File: src/rtl/uart_echo_buffered.sv
// Buffered UART echo: RX bytes go through a DEPTH-entry FIFO and are replayed to TX with an optional case transform.
// Define ECHO_CRLF_EN to follow every transmitted CR_CHAR with an automatic LF_CHAR.
//   state     | meaning
//   IDLE      | pop the FIFO head when not empty; mode 11 discards it
//   SEND      | one-cycle o_tx_dv request for the loaded byte
//   WAIT_DONE | wait for i_tx_done from the transmitter
//   SEND_LF   | one-cycle request for the appended LF (ECHO_CRLF_EN only)
module uart_echo_buffered #(
   parameter int unsigned DEPTH   = 16,
   parameter logic [7:0]  CR_CHAR = 8'h0D,
   parameter logic [7:0]  LF_CHAR = 8'h0A
) (
   input  logic                     i_clk,
   input  logic                     i_rst_n,
   input  logic                     i_rx_dv,
   input  logic [7:0]               i_rx_byte,
   input  logic                     i_tx_done,
   input  logic [1:0]               i_mode,
   input  logic                     i_clr_ovf,
   output logic                     o_tx_dv,
   output logic [7:0]               o_tx_byte,
   output logic [$clog2(DEPTH):0]   o_count,
   output logic                     o_full,
   output logic                     o_empty,
   output logic                     o_overflow
);

   localparam int unsigned AW = $clog2(DEPTH);
   localparam int unsigned CW = AW + 1;

   typedef enum logic [1:0] {IDLE, SEND, WAIT_DONE, SEND_LF} state_t;

   state_t         state, state_n;
   logic [7:0]     mem [DEPTH];
   logic [AW-1:0]  wr_ptr, rd_ptr;
   logic [CW-1:0]  count;
   logic           rx_dv_q;
   logic           overflow;
   logic           tx_dv, tx_dv_n;
   logic [7:0]     tx_byte, tx_byte_n;
   logic           pop;
   logic           full, empty;
   logic           wr_req, wr_acc, drop;
`ifdef ECHO_CRLF_EN
   logic           lf_q, lf_n;
`endif

   function automatic logic [7:0] xform(input logic [7:0] b, input logic [1:0] m);
      logic [7:0] r;
      r = b;
      if (m == 2'b01 && b >= 8'h61 && b <= 8'h7A)
         r = b - 8'h20;
      else if (m == 2'b10 && b >= 8'h41 && b <= 8'h5A)
         r = b + 8'h20;
      return r;
   endfunction

   assign full   = (count == CW'(DEPTH));
   assign empty  = (count == '0);
   assign wr_req = i_rx_dv & ~rx_dv_q;
   // A pop in the same cycle frees the slot, so a write while full is still accepted then.
   assign wr_acc = wr_req & (~full | pop);
   assign drop   = wr_req & full & ~pop;

   always_comb begin
      state_n   = state;
      pop       = 1'b0;
      tx_dv_n   = 1'b0;
      tx_byte_n = tx_byte;
`ifdef ECHO_CRLF_EN
      lf_n      = lf_q;
`endif
      case (state)
         IDLE: begin
            if (!empty) begin
               pop = 1'b1;
               if (i_mode != 2'b11) begin
                  tx_byte_n = xform(mem[rd_ptr], i_mode);
                  state_n   = SEND;
               end
            end
         end
         SEND: begin
            tx_dv_n = 1'b1;
            state_n = WAIT_DONE;
`ifdef ECHO_CRLF_EN
            lf_n    = 1'b0;
`endif
         end
         WAIT_DONE: begin
            if (i_tx_done) begin
`ifdef ECHO_CRLF_EN
               if (tx_byte == CR_CHAR && !lf_q) begin
                  tx_byte_n = LF_CHAR;
                  state_n   = SEND_LF;
               end else begin
                  state_n   = IDLE;
               end
`else
               state_n = IDLE;
`endif
            end
         end
`ifdef ECHO_CRLF_EN
         SEND_LF: begin
            tx_dv_n = 1'b1;
            lf_n    = 1'b1;
            state_n = WAIT_DONE;
         end
`endif
         default: state_n = IDLE;
      endcase
   end

   always_ff @(posedge i_clk) begin
      if (!i_rst_n) begin
         state    <= IDLE;
         rx_dv_q  <= 1'b0;
         wr_ptr   <= '0;
         rd_ptr   <= '0;
         count    <= '0;
         overflow <= 1'b0;
         tx_dv    <= 1'b0;
         tx_byte  <= 8'h00;
`ifdef ECHO_CRLF_EN
         lf_q     <= 1'b0;
`endif
      end else begin
         state   <= state_n;
         rx_dv_q <= i_rx_dv;
         tx_dv   <= tx_dv_n;
         tx_byte <= tx_byte_n;
`ifdef ECHO_CRLF_EN
         lf_q    <= lf_n;
`endif
         if (wr_acc)
            wr_ptr <= wr_ptr + AW'(1);
         if (pop)
            rd_ptr <= rd_ptr + AW'(1);
         case ({wr_acc, pop})
            2'b10:   count <= count + CW'(1);
            2'b01:   count <= count - CW'(1);
            default: count <= count;
         endcase
         if (drop)
            overflow <= 1'b1;
         else if (i_clr_ovf)
            overflow <= 1'b0;
      end
   end

   always_ff @(posedge i_clk) begin
      if (wr_acc)
         mem[wr_ptr] <= i_rx_byte;
   end

   assign o_tx_dv    = tx_dv;
   assign o_tx_byte  = tx_byte;
   assign o_count    = count;
   assign o_full     = full;
   assign o_empty    = empty;
   assign o_overflow = overflow;

endmodule

File: config.mk
export PLATFORM = sky130hd
export DESIGN_NAME = uart_echo_buffered
export DESIGN_NICKNAME = d
export VERILOG_FILES = /design/src/rtl/uart_echo_buffered.sv
export SDC_FILE = /design/constraint.sdc
export NUM_CORES = 1
export LEC_CHECK = 0
export BUFFER_PORTS_ARGS = -buffer_cell sky130_fd_sc_hd__buf_2
export CAP_MARGIN = 40
export CORE_MARGIN = 1
export CORE_UTILIZATION = 65
export CTS_BUF_LIST = sky130_fd_sc_hd__clkbuf_4 sky130_fd_sc_hd__clkbuf_8 sky130_fd_sc_hd__clkbuf_16
export CTS_CLUSTER_DIAMETER = 150
export DETAILED_ROUTE_END_ITERATION = 8
export GPL_ROUTABILITY_DRIVEN = 0
export PLACE_DENSITY = 0.95
export RECOVER_POWER = 25
export SLEW_MARGIN = 40
export SYNTH_ARGS = -nofsm -noshare
export SYNTH_HDL_FRONTEND = slang
export SYNTH_SLANG_ARGS = --single-unit
File: constraint.sdc
create_clock -name i_clk -period 4.37 [get_ports i_clk]
set_clock_uncertainty 0.2 [all_clocks]
set_input_delay 0.6555 -clock i_clk [delete_from_list [all_inputs] [get_ports i_clk]]
set_output_delay 0.6555 -clock i_clk [all_outputs]
set_load 0.05 [all_outputs]
==> impl_results.md <==
* VDD IR-drop max at around 0.38 mV
* Vias per cell at approximately 6.5
* Worst path required time at roughly 4.6 ns
* Met3 routed WL at between 1000 and 1500 um
* Die area at 10,460 um^2
* Fin crit period at between 3 and 4 ns
* Syn Std Cell Area at 6539 um^2
* Total Wirelength at 14,400 um
* Worst path arrival time at about 3.9 ns
* Slew HR at around 44%
* Post_cts resized at 0
* Initial antenna violation count at 0
* DRT Pass-1 Iters at 5
* Yosys Warn Count at 0
* Ys async rst share at 0%
* Most frequent cells in the layout: edfxtp_1, dfxtp_1, buf_2
* # IOs at 32
* Multiplexer area fraction after synthesis at around an eighth
* Final Hold Slack at about 0.14 ns
* Vias in the first global route at 3,753
* Power Density at a little over 600 nW/um^2
* Layout cells sized above 1 at between 20% and 30%
* R2r setup slk at 0.74 ns
* Dpl hpwl at around 8300 um
* Inserted Clock Buffers at 17
* Total Routing Usage GR at slightly below 30%
* Worst slew pin tran at around 0.84 ns
* Highest Clock Rate at between 200 and 300 MHz
* Startpoint types: flop
* Worst-path clk slew at about 0.07 ns
* Die X at between 100 and 150 um
* Antenna cells at 0
* Uppermost routed layer: met4
* Post-CTS setup buffer count at 0
* Clock latency on the worst-skew pair at ~0.54 ns
* # port buffers at 31
* Synth Register Bits at ~160
* Worst Min Path Start: i_rx_dv
* Max-cap violations at 0
* Commonest non-fill, non-tap cell in the layout: edfxtp_1
* Outcome: finished clean
* Hold Violations, Final at 0
* Die Y at around 100 um
* H-tree depth at 4
* Worst Setup EP: o_tx_byte[6]
* First-pass GRT wire length at roughly 21,000 um
* Post-synth EDFFs at 128
* FF-to-FF End: o_tx_byte[6]
* CTS tree: yes
* Routed met1 length at between 5000 and 6000 um
* Clock sinks at about 160
* Sequential share of the synthesized area at 67.97%
* DRC Markers at 0
* Via Count at approximately 3,800
* CTS root buf: clkbuf_8
* Synth Flop Type: edfxtp_1
* Largest family of logic cells by synthesized area: multiplexers
* Met2 wire length at 7408 um
* Cts hold-fix bufs at 0
* Adder-Cell Fraction of Synth Area at 2.411%
* Total grt overflow at 0
* LEAKAGE at 2.532 nW
* Setup TNS at 0 ns
* Clk buf depth at 2
* Reg2reg path depth at 8
* Synth Area in Simple Gates at 7.329%
* Largest net degree at the start of global routing at 28
* Core region area at 9774 um^2
* Area Growth Syn to Fin at 12.84%
* Wire per inst at about 25 um
* Hold Path Class: primary input to flop
* Crit Path Class: flop to flop
* Post-Synth XOR/XNOR Area at 1.339%
* Initial Utilization at approximately 67%
* Layout Nets at between 400 and 500
* Slew Limit Fails at 0
* Avg Cell Area, Syn at 16.64 um^2
* Setup crit end kind: flop
* Period Utilization, post-route at just over 80%
* Crit path max fanout at 17
* Post-Syn Nets at 420
* RSZ-0062 raised after global routing: false
* Synthesized instance count at between 300 and 400
* Post-synth cell types at 55
* Synth Area in Compound Gates at 5.645%
* DRT antenna net count at 0
* Initial DRC Count at about 340
* Row count at 36
* Fillcell total at around 540
* Final Setup Violations at 0
[worst max-delay path, cell delays in order, from the launching register on]
cell      delay (ns)
dfxtp_1         0.87
nor2b_1         0.60
a221oi_1        0.24
nor3_1          0.35
o211ai_1        0.18
o41ai_1         0.56
o21bai_2        0.25
mux2i_1         0.11
o31ai_1         0.19
[worst min-delay path by stage]
stage | slack (ns) | to | cells after the start
2_1_floorplan | 0.28 | flop | 2
3_3_place_gp | 0.25 | o_tx_byte[4] | 2
3_5_place_dp | 0.26 | o_tx_byte[4] | 2
4_1_cts | 0.13 | rx_dv_q | 2
5_1_grt | 0.14 | rx_dv_q | 2
6_report | 0.14 | rx_dv_q | 2
[state kept, by name, indices dropped and copies added (netlist names), named ones only]
| register | flops |
|---|---|
| state | 2 |
| rd_ptr | 4 |
| o_tx_dv | 1 |
| o_tx_byte | 8 |
| mem | 128 |
| o_overflow | 1 |
| o_count | 5 |
| rx_dv_q | 1 |
| wr_ptr | 4 |
[cell type report]
type	instances	area [um^2]	share of cell area (%)
clock buffer	17	414.1	5.613
clock inverter	15	175.2	2.374
inverter	10	37.54	0.5087
multi-input combinational	212	1939	26.28
sequential	158	4446	60.25
tap	133	166.4	2.255
timing repair buffer	38	200.2	2.713
[cell families after synthesis]
logic type | after synthesis
muxes | 49
buffers and inverters | 23
xor gates and xnor gates | 10
and+or+nand+nor | 94
adders and majority gates | 12
DFF | 158
AOI/OAI and AO/OA | 47
[cells in the mapped netlist, types with 3 or more instances]
cell	instances	area, um^2
ha_1	11	137.6
xnor2_1	9	78.83
o21ai_0	3	15.01
mux4_1	8	210.2
nor3b_1	4	30.03
a21oi_1	9	45.04
buf_6	3	33.78
a21boi_0	3	22.52
nand3_1	3	15.01
clkbuf_1	3	11.26
mux2i_1	24	240.2
and2_1	14	87.58
clkbuf_8	3	41.29
a221oi_1	9	78.83
dfxtp_1	30	600.6
nor2_1	26	97.59
nor3_1	6	30.03
nand2_1	19	71.32
nand2b_1	5	31.28
nor2b_1	8	50.05
edfxtp_1	128	3844
inv_1	8	30.03
mux4_2	17	382.9
[stage by stage]
stage / utilization, % / setup WS, ns / std cells / power [mW] / instance area [um^2]
after detailed placement: 69.41 / 0.8512 / 551 / 3.019 / 6784
after global placement: 69.41 / 1.031 / 551 / 2.958 / 6784
after global routing: 75.49 / 0.5409 / 583 / 4.690 / 7378
final: 75.49 / 0.7423 / 583 / 4.526 / 7378
after floorplan: - / 0.7203 / 393 / 2.789 / 6539
after CTS: 75.44 / 0.7385 / 583 / 4.516 / 7373
[routing by layer]
metal  up-vias  track usage (%)
met5         -                0
met4         0            17.36
met3        45            6.498
met2       237            47.55
met1      1879            37.70
li1       1634                -
[power by group]
part | internal, mW | leakage [nW] | total, mW | switching [mW]
Combinational | 0.467 | 0.853 | 1.21 | 0.742
Sequential | 1.72 | 1.40 | 1.84 | 0.121
Clock | 0.833 | 0.279 | 1.48 | 0.645
(Power assumes the default switching activity.)
